$ cat config.mk
export PLATFORM = sky130hd
export DESIGN_NAME = rom_access_arbiter
export DESIGN_NICKNAME = d
export VERILOG_FILES = /design/src/rtl/rom_access_arbiter_pkg.sv /design/src/rtl/rom_access_arbiter_rr_pick2.sv /design/src/rtl/rom_access_arbiter.sv
export SDC_FILE = /design/constraint.sdc
export NUM_CORES = 1
export LEC_CHECK = 0
export ABC_AREA = 1
export CAP_MARGIN = 20
export CELL_PAD_IN_SITES_DETAIL_PLACEMENT = 1
export CELL_PAD_IN_SITES_GLOBAL_PLACEMENT = 1
export CORE_MARGIN = 8
export CORE_UTILIZATION = 33
export DETAILED_ROUTE_END_ITERATION = 7
export GPL_TIMING_DRIVEN = 0
export MAX_ROUTING_LAYER = met4
export PLACE_DENSITY_LB_ADDON = 0.1
export SLEW_MARGIN = 40
export SYNTH_ARGS = -nofsm -noshare
export SYNTH_HDL_FRONTEND = slang
export SYNTH_SLANG_ARGS = --single-unit
$ cat constraint.sdc
create_clock -name clk_i -period 2.7 [get_ports clk_i]
set_clock_uncertainty 0.1 [all_clocks]
set_input_delay 0.27 -clock clk_i [delete_from_list [all_inputs] [get_ports clk_i]]
set_output_delay 0.27 -clock clk_i [all_outputs]
set_load 0.02 [all_outputs]
$ cat src/rtl/rom_access_arbiter_pkg.sv
// Shared definitions for the ROM access arbiter: FSM state encoding, requester port
// indices and default geometry of the password/question ROM.
package rom_access_arbiter_pkg;

  typedef enum logic [1:0] {
    StIdle    = 2'd0,
    StWait    = 2'd1,
    StDeliver = 2'd2
  } arb_state_e;

  // Requester port indices
  localparam logic PortAuth = 1'b0;
  localparam logic PortGame = 1'b1;

  // Default ROM geometry
  localparam int unsigned DefAddrW  = 5;
  localparam int unsigned DefDataW  = 4;
  localparam int unsigned DefRomLat = 2;

endpackage

$ cat src/rtl/rom_access_arbiter_rr_pick2.sv
// Combinational two-requester round-robin picker.
// Ports:
//   e0_i, e1_i     effective requests of port 0 / port 1
//   last_served_i  port index served most recently
//   found_o        at least one request present
//   pick_o         selected port index (valid when found_o)
module rr_pick2
  import rom_access_arbiter_pkg::*;
(
  input  logic e0_i,
  input  logic e1_i,
  input  logic last_served_i,
  output logic found_o,
  output logic pick_o
);

  always_comb begin
    found_o = e0_i | e1_i;
    if (e0_i && e1_i) begin
      // On a tie the port that was not served last wins.
      pick_o = (last_served_i == PortGame) ? PortAuth : PortGame;
    end else if (e1_i) begin
      pick_o = PortGame;
    end else begin
      pick_o = PortAuth;
    end
  end

endmodule

$ cat src/rtl/rom_access_arbiter.sv
// Shares one synchronous ROM between the authentication port (0) and the game port (1).
// Requests are serialised round-robin; each read takes RomLat wait cycles plus one
// deliver cycle and returns data with a one-cycle valid strobe on the requesting port.
// Ports:
//   clk_i, rst_ni            clock, asynchronous active-low reset
//   logged_in_i              session status; 0 masks port 1 requests
//   req0_i/addr0_i           port 0 level request and address (sampled at grant)
//   req1_i/addr1_i           port 1 level request and address (sampled at grant)
//   rom_data_i               ROM read data
//   rom_addr_o               registered ROM address
//   grant0_o/grant1_o        one-cycle request-accepted pulse
//   valid0_o/valid1_o        one-cycle pulse: data_o holds this port's word
//   data_o                   registered read data shared by both ports
//   busy_o                   transaction in progress (WAIT or DELIVER)
module rom_access_arbiter
  import rom_access_arbiter_pkg::*;
#(
  parameter int unsigned AddrW  = DefAddrW,
  parameter int unsigned DataW  = DefDataW,
  parameter int unsigned RomLat = DefRomLat
) (
  input  logic             clk_i,
  input  logic             rst_ni,
  input  logic             logged_in_i,
  input  logic             req0_i,
  input  logic [AddrW-1:0] addr0_i,
  input  logic             req1_i,
  input  logic [AddrW-1:0] addr1_i,
  input  logic [DataW-1:0] rom_data_i,
  output logic [AddrW-1:0] rom_addr_o,
  output logic             grant0_o,
  output logic             grant1_o,
  output logic             valid0_o,
  output logic             valid1_o,
  output logic [DataW-1:0] data_o,
  output logic             busy_o
);

  localparam int unsigned CntW = $clog2(RomLat) + 1;
  localparam logic [CntW-1:0] LatLast = CntW'(RomLat - 1);

  arb_state_e       state_q, state_d;
  logic [AddrW-1:0] rom_addr_q, rom_addr_d;
  logic [DataW-1:0] data_q, data_d;
  logic             grant0_q, grant0_d;
  logic             grant1_q, grant1_d;
  logic             valid0_q, valid0_d;
  logic             valid1_q, valid1_d;
  logic [CntW-1:0]  lat_cnt_q, lat_cnt_d;
  logic             sel_q, sel_d;
  logic             last_q, last_d;

  logic e0, e1, found, pick;

  // The valid mask stops a still-held request from being re-granted in the cycle its
  // data is being returned.
  assign e0 = req0_i & ~valid0_q;
  assign e1 = req1_i & logged_in_i & ~valid1_q;

  rr_pick2 u_pick (
    .e0_i          (e0),
    .e1_i          (e1),
    .last_served_i (last_q),
    .found_o       (found),
    .pick_o        (pick)
  );

  always_comb begin
    state_d    = state_q;
    rom_addr_d = rom_addr_q;
    data_d     = data_q;
    grant0_d   = 1'b0;
    grant1_d   = 1'b0;
    valid0_d   = 1'b0;
    valid1_d   = 1'b0;
    lat_cnt_d  = lat_cnt_q;
    sel_d      = sel_q;
    last_d     = last_q;

    unique case (state_q)
      StIdle: begin
        if (found) begin
          sel_d      = pick;
          rom_addr_d = (pick == PortGame) ? addr1_i : addr0_i;
          grant0_d   = (pick == PortAuth);
          grant1_d   = (pick == PortGame);
          lat_cnt_d  = '0;
          state_d    = StWait;
        end
      end
      StWait: begin
        lat_cnt_d = lat_cnt_q + 1'b1;
        if (lat_cnt_q == LatLast) begin
          state_d = StDeliver;
        end
      end
      StDeliver: begin
        data_d   = rom_data_i;
        valid0_d = (sel_q == PortAuth);
        valid1_d = (sel_q == PortGame);
        last_d   = sel_q;
        state_d  = StIdle;
      end
      default: begin
        state_d = StIdle;
      end
    endcase
  end

  always_ff @(posedge clk_i or negedge rst_ni) begin
    if (!rst_ni) begin
      state_q    <= StIdle;
      rom_addr_q <= '0;
      data_q     <= '0;
      grant0_q   <= 1'b0;
      grant1_q   <= 1'b0;
      valid0_q   <= 1'b0;
      valid1_q   <= 1'b0;
      lat_cnt_q  <= '0;
      sel_q      <= PortAuth;
      last_q     <= PortGame;  // port 0 wins the first tie
    end else begin
      state_q    <= state_d;
      rom_addr_q <= rom_addr_d;
      data_q     <= data_d;
      grant0_q   <= grant0_d;
      grant1_q   <= grant1_d;
      valid0_q   <= valid0_d;
      valid1_q   <= valid1_d;
      lat_cnt_q  <= lat_cnt_d;
      sel_q      <= sel_d;
      last_q     <= last_d;
    end
  end

  assign rom_addr_o = rom_addr_q;
  assign data_o     = data_q;
  assign grant0_o   = grant0_q;
  assign grant1_o   = grant1_q;
  assign valid0_o   = valid0_q;
  assign valid1_o   = valid1_q;
  assign busy_o     = (state_q != StIdle);

endmodule

Yosys cells after proc, flatten, opt, wreduce, memory -nomap -nowiden:

Index checks and enable logic that the tools add are counted.
Widths: inputs -> output; s select.

* bitwise gates (word level): 8
* order comparisons: 0
* reductions and logical operators: 7
* shift-type cells: 0
* equality and inequality tests: 5
* div/mod/pow operators: 0
* add/subtract/negate cells: 1
* multipliers: 0
* mux-type cells: 15

Operators by type and width (number)
* $mux 1: 9
* $pmux 2 s2: 2
* $mux 2: 3
* $reduce_and 2->1: 3
* $mux 5: 1
* $eq 2x1->1 const B: 2
* $ne 2x2->1 const B: 2
* $not 1->1: 4
* $reduce_bool 2->1: 2
* $and 1x1->1: 3
* $add 2x1->2 const B: 1
* $eq 2x2->1 const B: 1
* $logic_not 2->1: 1
* $logic_and 1x1->1: 1
* $or 1x1->1: 1

* bits in latches: 0
* bits of input ports: 19
* flip-flop bits (word level): 19
* bits in writable memories: 0
* output and inout bits: 14
* bits in read-only memories: 0
* memories kept: 0
* word-level logic and storage cells: 46

Longest topological paths before layout:

Gate-level depths: netlist of the first run.

* word-level depth: 7
* depth in mapped cells: 7

Cells and area by module:

From an unflattened synthesis of the first run, not the netlist that was laid out.

* cells, all modules: 101
* area, all modules: 825.8 µm²

Modules (own cells, without submodules)
* rom_access_arbiter: times used 1, seq. area each 476.7 µm², cells each 98, area an instance 810.8 µm²
* rr_pick2: times used 1, seq. area each 0.0 µm², cells each 3, area an instance 15.0 µm²

Worst setup path before layout of the first run:

Ideal clock, no wire load.

* kind: register to register
* start: register valid1_q (netlist: valid1_o)
* end: register lat_cnt_q[0]
* buffers on the path: 1
* arrival: 1.021 ns
* period minus slack after synthesis: 1.238 ns
* stages on the path, launching flop included: 7
* setup slack: 1.462 ns
* data required time: 2.483 ns
* library setup time: 0.117 ns
* path through: dfrtp_1 -> nand3b_4 -> nand2_1 -> nand2_2 -> buf_6 -> nand3_1 -> nand2_1

* word-level cells in the longest chain between the ends: 5

RTL lines
* start, declared: line rom_access_arbiter.sv:48 `logic valid1_q, valid1_d;`
* start signal, assigned: line rom_access_arbiter.sv:129 `valid1_q <= valid1_d;`
* $not 1->1: line rom_access_arbiter.sv:58 `assign e1 = req1_i & logged_in_i & ~valid1_q;`
* $and 1x1->1: line rom_access_arbiter.sv:58
* $or 1x1->1: line rom_access_arbiter_rr_pick2.sv:18 `found_o = e0_i | e1_i;`
* $ne 2x2->1 (no line)
* $reduce_and 2->1 (no line)
* end signal, assigned: line rom_access_arbiter.sv:130 `lat_cnt_q <= lat_cnt_d;`
* end, declared: line rom_access_arbiter.sv:49 `logic [CntW-1:0] lat_cnt_q, lat_cnt_d;`

Every way passes these cells.
A chain may end at the register's enable or synchronous reset.

Worst setup path in the final report of the first run:

* start: register state_q[0]
* end: output port busy_o

* word-level cells in the longest chain between the ends: 1

RTL lines
* start, declared: line rom_access_arbiter.sv:42 `arb_state_e state_q, state_d;`
* start signal, assigned: line rom_access_arbiter.sv:112 `state_q <= StIdle;`
* start signal, assigned: line rom_access_arbiter.sv:123 `state_q <= state_d;`
* $reduce_bool 2->1: line rom_access_arbiter.sv:142 `assign busy_o = (state_q != StIdle);`
* end, declared: line rom_access_arbiter.sv:36 `output logic busy_o`

Every way passes these cells.

==> impl_metrics.csv, run 1 <==
group,metric,value,unit
critical_path,ff2ff_path_depth,6,
yosys,synth.net_count,110,
clocking,clockBufferDepth,2,
yosys,syn-cell-area,863,um^2
critical_path,cp_slowest_stage_delay,560,ps
yosys,ys_top_cells_by_area,"dfrtp_1 52%, nand2_1 14%, mux2_2 5.2%, nand3_1 4.1%, dfstp_2 3.0%",
floorplan,die_w,67.2,um
pwr,power_per_cell_area,1020,nW/um^2
sta,layout_setup_ws,760,ps
clocking,post-cts-setup-buffers,0,
yosys,syn_avg_cell_area,9.59,um^2
routing,routed_wirelength,2090,um
sta,slew_violations,0,
yosys,synth_compound_area_share,4.20,%
critical_path,reg2reg_slack,1400,ps
critical_path,endpoint_kind,"primary output",
critical_path,critPathLaunch,"state_q[0]",
yosys,yosys.area_share.simple,29.6,%
clocking,cts-resized-gates,0,
place,dp_cells,152,
final_layout,drive_above_1_share,16.5,%
sta,fmax,515,MHz
grt,overflow,0,
pwr,vdd_ir_drop_max,0.000519,V
grt,grt-busiest-layer,"met2",
floorplan,rows,18,
yosys,synth_top_family_by_area,"simple AND/OR/NAND/NOR gates",
critical_path,critPathMaxFanout,3,
place,pre_cts_ws,1030,ps
routing,drc,0,
yosys,synth_cell_types,20,
run,maxCapViolCount,0,
sta,maxSlewHeadroom,71.8,%
floorplan,ios,33,
clocking,cts_buffers,3,
critical_path,cp-endpoint,"busy_o",
floorplan,core_area,2480,um^2
yosys,yosysTopAreaCell,"dfrtp_1",
yosys,ys_async_sr_fraction,100,%
routing,via_count,713,
routing,antenna_left,0,
place,port_buffers,32,
final_layout,final_util,50.7,%
sta,rsz0062_at_grt,"no",
critical_path,reg2reg_from,"last_q",
sta,min_period,1940,ps
yosys,yosysSeqAreaShare,55.2,%
critical_path,crit_chain,"nor2_1 -> inv_1 -> clkdlybuf4s50_1",
yosys,synth-xor-area-share,0,%
grt,grt_pass1_wl,3660,um
sta,final_hold_viol_count,0,
critical_path,crit_arrival,1570,ps
grt,use_met2,17.0,%
final_layout,antenna_cells,0,
clocking,cts_num_sinks,19,
clocking,clkTransAtPathRegs,120,ps
critical_path,path_depth,3,
floorplan,fp.dieH,67.2,um
sta,setup_viol,0,
yosys,synth_top_area_share,52.2,%
grt,met1_usage,13.1,%
routing,drtIter0Drc,10,
place,placed_cell_area,1220,um^2
final_layout,design_area,1260,um^2
routing,first_pass_iters,4,
yosys,synth_ff_type,"dfrtp_1",
place,dp_hpwl,1610,um
clocking,cts_root_buf,"clkbuf_4",
critical_path,reg2reg_to,"rom_addr_o[3]",
yosys,synth_fa_ha_area_share,1.45,%
critical_path,worstSetupPathType,"reg2out",
clocking,clkLatencyLatePin,300,ps
grt,grt_max_degree,20,
floorplan,start_util,34.8,%
critical_path,cp_slowest_cell,"clkdlybuf4s50_1",
sta,tightest_slew,423,ps
critical_path,cp-start-kind,"register",
grt,grt.met3_usage,2.48,%
clocking,htree_num_levels,1,
grt,antenna_found_initial,0,
critical_path,path_buf_inv,2,
routing,wl_per_cell,13.3,um
sta,fin_tns_setup,0,ps
sta,hold-worst-slack,316,ps
yosys,synth_edf_count,0,
final_layout,nNetsFinal,148,
final_layout,syn2layout_area_growth,45.5,%
sta,finalCritPeriodShare,71.9,%
yosys,syn_inst,90,
grt,grt_pass1_vias,764,
final_layout,fin_cells,157,
clocking,hold_buffers,1,
yosys,synth_warnings,0,
critical_path,crit_family,"buffers and inverters",
grt,grtUsageTotal,10.7,%
pwr,leakagePower,0.597,nW
critical_path,cp.required,2330,ps
outcome,status,"finished, final reports clean",
yosys,synth.most_common_cell,"nand2_1",
floorplan,dieArea,4510,um^2
routing,vias_per_cell,4.54,
pwr,power.total,1.28,mW
place,place_congestion,0.724,
yosys,yosys-mux-area-fraction,5.22,%
yosys,synth_seq_cells,19,
yosys,synthTopCellsByCount,"32 x nand2_1, 18 x dfrtp_1, 7 x nand3_1",
min_path,hold_path_class,"in2async",
clocking,cts_tree,"done",
[power by group]
| part | total (mW) | switching (mW) | internal, mW |
|---|---|---|---|
| Combinational | 0.652 | 0.346 | 0.306 |
| Sequential | 0.476 | 0.0648 | 0.411 |
| Clock | 0.155 | 0.0988 | 0.0564 |
| Total | 1.28 | 0.509 | 0.774 |
[sequential cells by signal, indices dropped and copies added (netlist names), 2 cells and up]
| register | flops |
|---|---|
| lat_cnt_q | 2 |
| state_q | 2 |
| rom_addr_o | 5 |
| data_o | 4 |
[worst min path at each step]
stage,startpoint,end
6_report,rst_ni,data_o[0]
5_1_grt,rst_ni,lat_cnt_q[1]
4_1_cts,rst_ni,lat_cnt_q[1]
3_5_place_dp,rst_ni,lat_cnt_q[0]
3_3_place_gp,sel_q,valid0_o
2_1_floorplan,rst_ni,data_o[0]
[kinds of logic (layout without fill, tap and decap cells)]
kind of cell             Yosys count  in the layout
adder cells (fa/ha/maj)            1              1
AND/OR/NAND/NOR                   53             53
buffers and inverters              8             45
flip-flops                        19             19
AO/OA/AOI/OAI                      5              5
multiplexers                       4              4
[per-layer routing]
metal  vias to the layer above  part of all wire, %
met5                         -                    0
met3                         4                  5.4
met1                       336                   47
met4                         0                  1.4
li1                        355                    -
met2                        18                   46
[area by class of cell]
| class | instances | area (um^2) |
|---|---|---|
| Buffer | 1 | 11.3 |
| Multi-Input combinational cell | 63 | 349 |
| Sequential cell | 19 | 477 |
| Tap cell | 30 | 37.5 |
| Clock inverter | 1 | 7.51 |
| Clock buffer | 3 | 22.5 |
| Inverter | 7 | 26.3 |
| Timing Repair Buffer | 33 | 325 |
| Fill cell | 298 | 1220 |
[cell usage in the layout (no fill, tap or decap), drive strengths merged]
cell type	Yosys	final
clkinvlp	0	1
a21oi	2	2
mux2	4	4
nand2	35	35
clkbuf	0	3
clkdlybuf4s50	0	31
o21ai	3	3
buf	1	2
or2	2	2
nor2	7	7
dlygate4sd3	0	1
nand3b	1	1
inv	7	7
nand3	8	8
ha	1	1
dfstp	1	1
dfrtp	18	18
No activity file was read; power rests on OpenSTA's default activity.
==> run 2, diff against run 1 <==
--- a/config.mk
+++ b/config.mk
@@ -10,7 +10,7 @@
 export CELL_PAD_IN_SITES_DETAIL_PLACEMENT = 1
 export CELL_PAD_IN_SITES_GLOBAL_PLACEMENT = 1
 export CORE_MARGIN = 8
-export CORE_UTILIZATION = 33
+export CORE_UTILIZATION = 28
 export DETAILED_ROUTE_END_ITERATION = 7
 export GPL_TIMING_DRIVEN = 0
 export MAX_ROUTING_LAYER = met4
==> constraint.sdc (replaced) <==
create_clock -name clk_i -period 1.6 [get_ports clk_i]
set_clock_uncertainty 0.1 [all_clocks]
set_input_delay 0.16 -clock clk_i [delete_from_list [all_inputs] [get_ports clk_i]]
set_output_delay 0.16 -clock clk_i [all_outputs]
set_load 0.02 [all_outputs]
==> run 2 against run 1 <==
Utilization decreased by 8.5 points. Design area rose by 0.80%. Critical path depth shrank 2. Critical endpoint is now rom_addr_o[1]. Die area rose by 13%. Non-clock buffer count stayed put. Critical path type unchanged. Largest power group unchanged. Count of clock-buffer cells in the layout did not move. Worst setup slack got worse by 690 ps.
==> impl_metrics.csv, run 2 (synthesized netlist as in run 1, its figures left out) <==
group,metric,value,unit
place,placed_cell_area,1220,um^2
critical_path,cp-start-kind,"register",
floorplan,ios,33,
place,place_congestion,0.702,
final_layout,final_util,42.2,%
final_layout,drive_above_1_share,17.3,%
clocking,cts_root_buf,"clkbuf_4",
grt,grt_pass1_wl,3600,um
critical_path,path_buf_inv,1,
floorplan,die_w,71.5,um
sta,tightest_slew,426,ps
final_layout,final_common_cell,"nand2_1",
final_layout,syn2layout_area_growth,46.7,%
pwr,power_per_cell_area,1680,nW/um^2
routing,drc,0,
place,port_buffers,32,
routing,antenna_left,0,
sta,rsz0062_at_grt,"no",
floorplan,core_area,3000,um^2
sta,hold-worst-slack,216,ps
pwr,vdd_ir_drop_max,0.000810,V
routing,routed_wirelength,2040,um
sta,maxSlewHeadroom,71.6,%
clocking,cts_buffers,3,
clocking,cts_num_sinks,19,
sta,finalCritPeriodShare,95.4,%
final_layout,n_fill_cell,354,
routing,drtIter0Drc,8,
final_layout,antenna_cells,0,
grt,antenna_found_initial,0,
sta,slew_violations,0,
place,dp_cells,155,
final_layout,largest_register_ffs,5,
critical_path,cp.required,1340,ps
final_layout,fin_cells,160,
min_path,hold_path_class,"in2async",
sta,fin_tns_setup,0,ps
clocking,clkLatencyLatePin,300,ps
floorplan,rows,20,
clocking,clkTransAtPathRegs,110,ps
critical_path,crit_family,"buffers and inverters",
critical_path,crit_chain,"clkdlybuf4s50_1",
routing,first_pass_iters,2,
critical_path,cp_slowest_cell,"clkdlybuf4s50_1",
clocking,htree_num_levels,1,
routing,wl_per_cell,12.8,um
clocking,clockBufferDepth,2,
final_layout,layout_common_cells,"32 x nand2_1, 26 x clkdlybuf4s50_1, 18 x dfrtp_1",
routing,vias_per_cell,4.45,
final_layout,design_area,1270,um^2
grt,grtUsageTotal,8.95,%
sta,setup_viol,0,
floorplan,fp.dieH,71.5,um
critical_path,cp_slowest_stage_delay,610,ps
place,dp_hpwl,1580,um
final_layout,ff_latch_area,477,um^2
critical_path,crit_arrival,1270,ps
run,maxCapViolCount,0,
grt,overflow,0,
final_layout,multiInputGateArea,352,um^2
outcome,status,"finished, final reports clean",
sta,final_hold_viol_count,0,
critical_path,endpoint_kind,"primary output",
floorplan,dieArea,5120,um^2
clocking,cts_tree,"done",
sta,min_period,1530,ps
floorplan,start_util,28.7,%
grt,grt_pass1_vias,774,
grt,grt_max_degree,20,
final_layout,nNetsFinal,148,
pwr,leakagePower,0.648,nW
clocking,post-cts-setup-buffers,0,
critical_path,worstSetupPathType,"reg2out",
routing,via_count,712,
sta,fmax,655,MHz
critical_path,critPathMaxFanout,2,
-- run 2: repair_timing --
item / CTS / global route
endpoints found under the setup margin: 2 / 4
hold endpoints to repair: 18 / 0
hold buffers: 1 / 0
resized for setup: 2 / 5
-- run 2: final cells by class --
class | instances | area share [%]
repair buffers | 33 | 26.2
flip-flops and latches | 19 | 37.6
clock inverters | 1 | 0.395
inverters | 7 | 2.08
multi-input cells | 63 | 27.8
plain buffers | 1 | 0.889
clock buffers | 3 | 1.78
well taps | 33 | 3.26
-- run 2: metrics by stage --
step	total power, mW	worst slack [ps]
6_report	2.13	72.9
5_1_grt	2.32	1.95
4_1_cts	2.17	6.06
3_5_place_dp	1.93	54.7
3_3_place_gp	1.91	49.6
2_1_floorplan	1.45	362
-- run 2: worst register-to-register path: cells and delay by family (launching register included) --
| kind | cells | cell delay, ps |
|---|---|---|
| flip-flops | 1 | 560 |
| AND/OR/NAND/NOR | 6 | 570 |
-- run 2: power breakdown --
group | leakage (nW) | internal, mW | switching, mW
sequential | 0.237 | 0.695 | 0.110
clock | 0.0177 | 0.0930 | 0.145
combinational | 0.394 | 0.505 | 0.578
total | 0.648 | 1.29 | 0.833
-- run 2: path summary, 6_finish.rpt --
path	slack [ps]	from	cells after the start	to
min in group clk_i	370	rom_data_i[0]	2	data_o[0]
max in group asynchronous	860	rst_ni	2	last_q
max reg2reg	300	last_q	6	rom_addr_o[3]
min reg2reg	380	sel_q	1	valid0_o
max	70	rom_addr_o[1]	1	rom_addr_o[1]
min	220	rst_ni	2	rom_addr_o[0]
-- run 2: per-layer routing --
metal / share of wire, % / GRT usage (%) / wire [um] / vias up
met2: 49 / 14.9 / 1010 / 18
met4: 0.78 / 2.04 / 16 / 0
met3: 7.0 / 4.32 / 142 / 2
li1: - / - / - / 355
met5: 0 / - / 0 / -
met1: 43 / 9.38 / 877 / 337
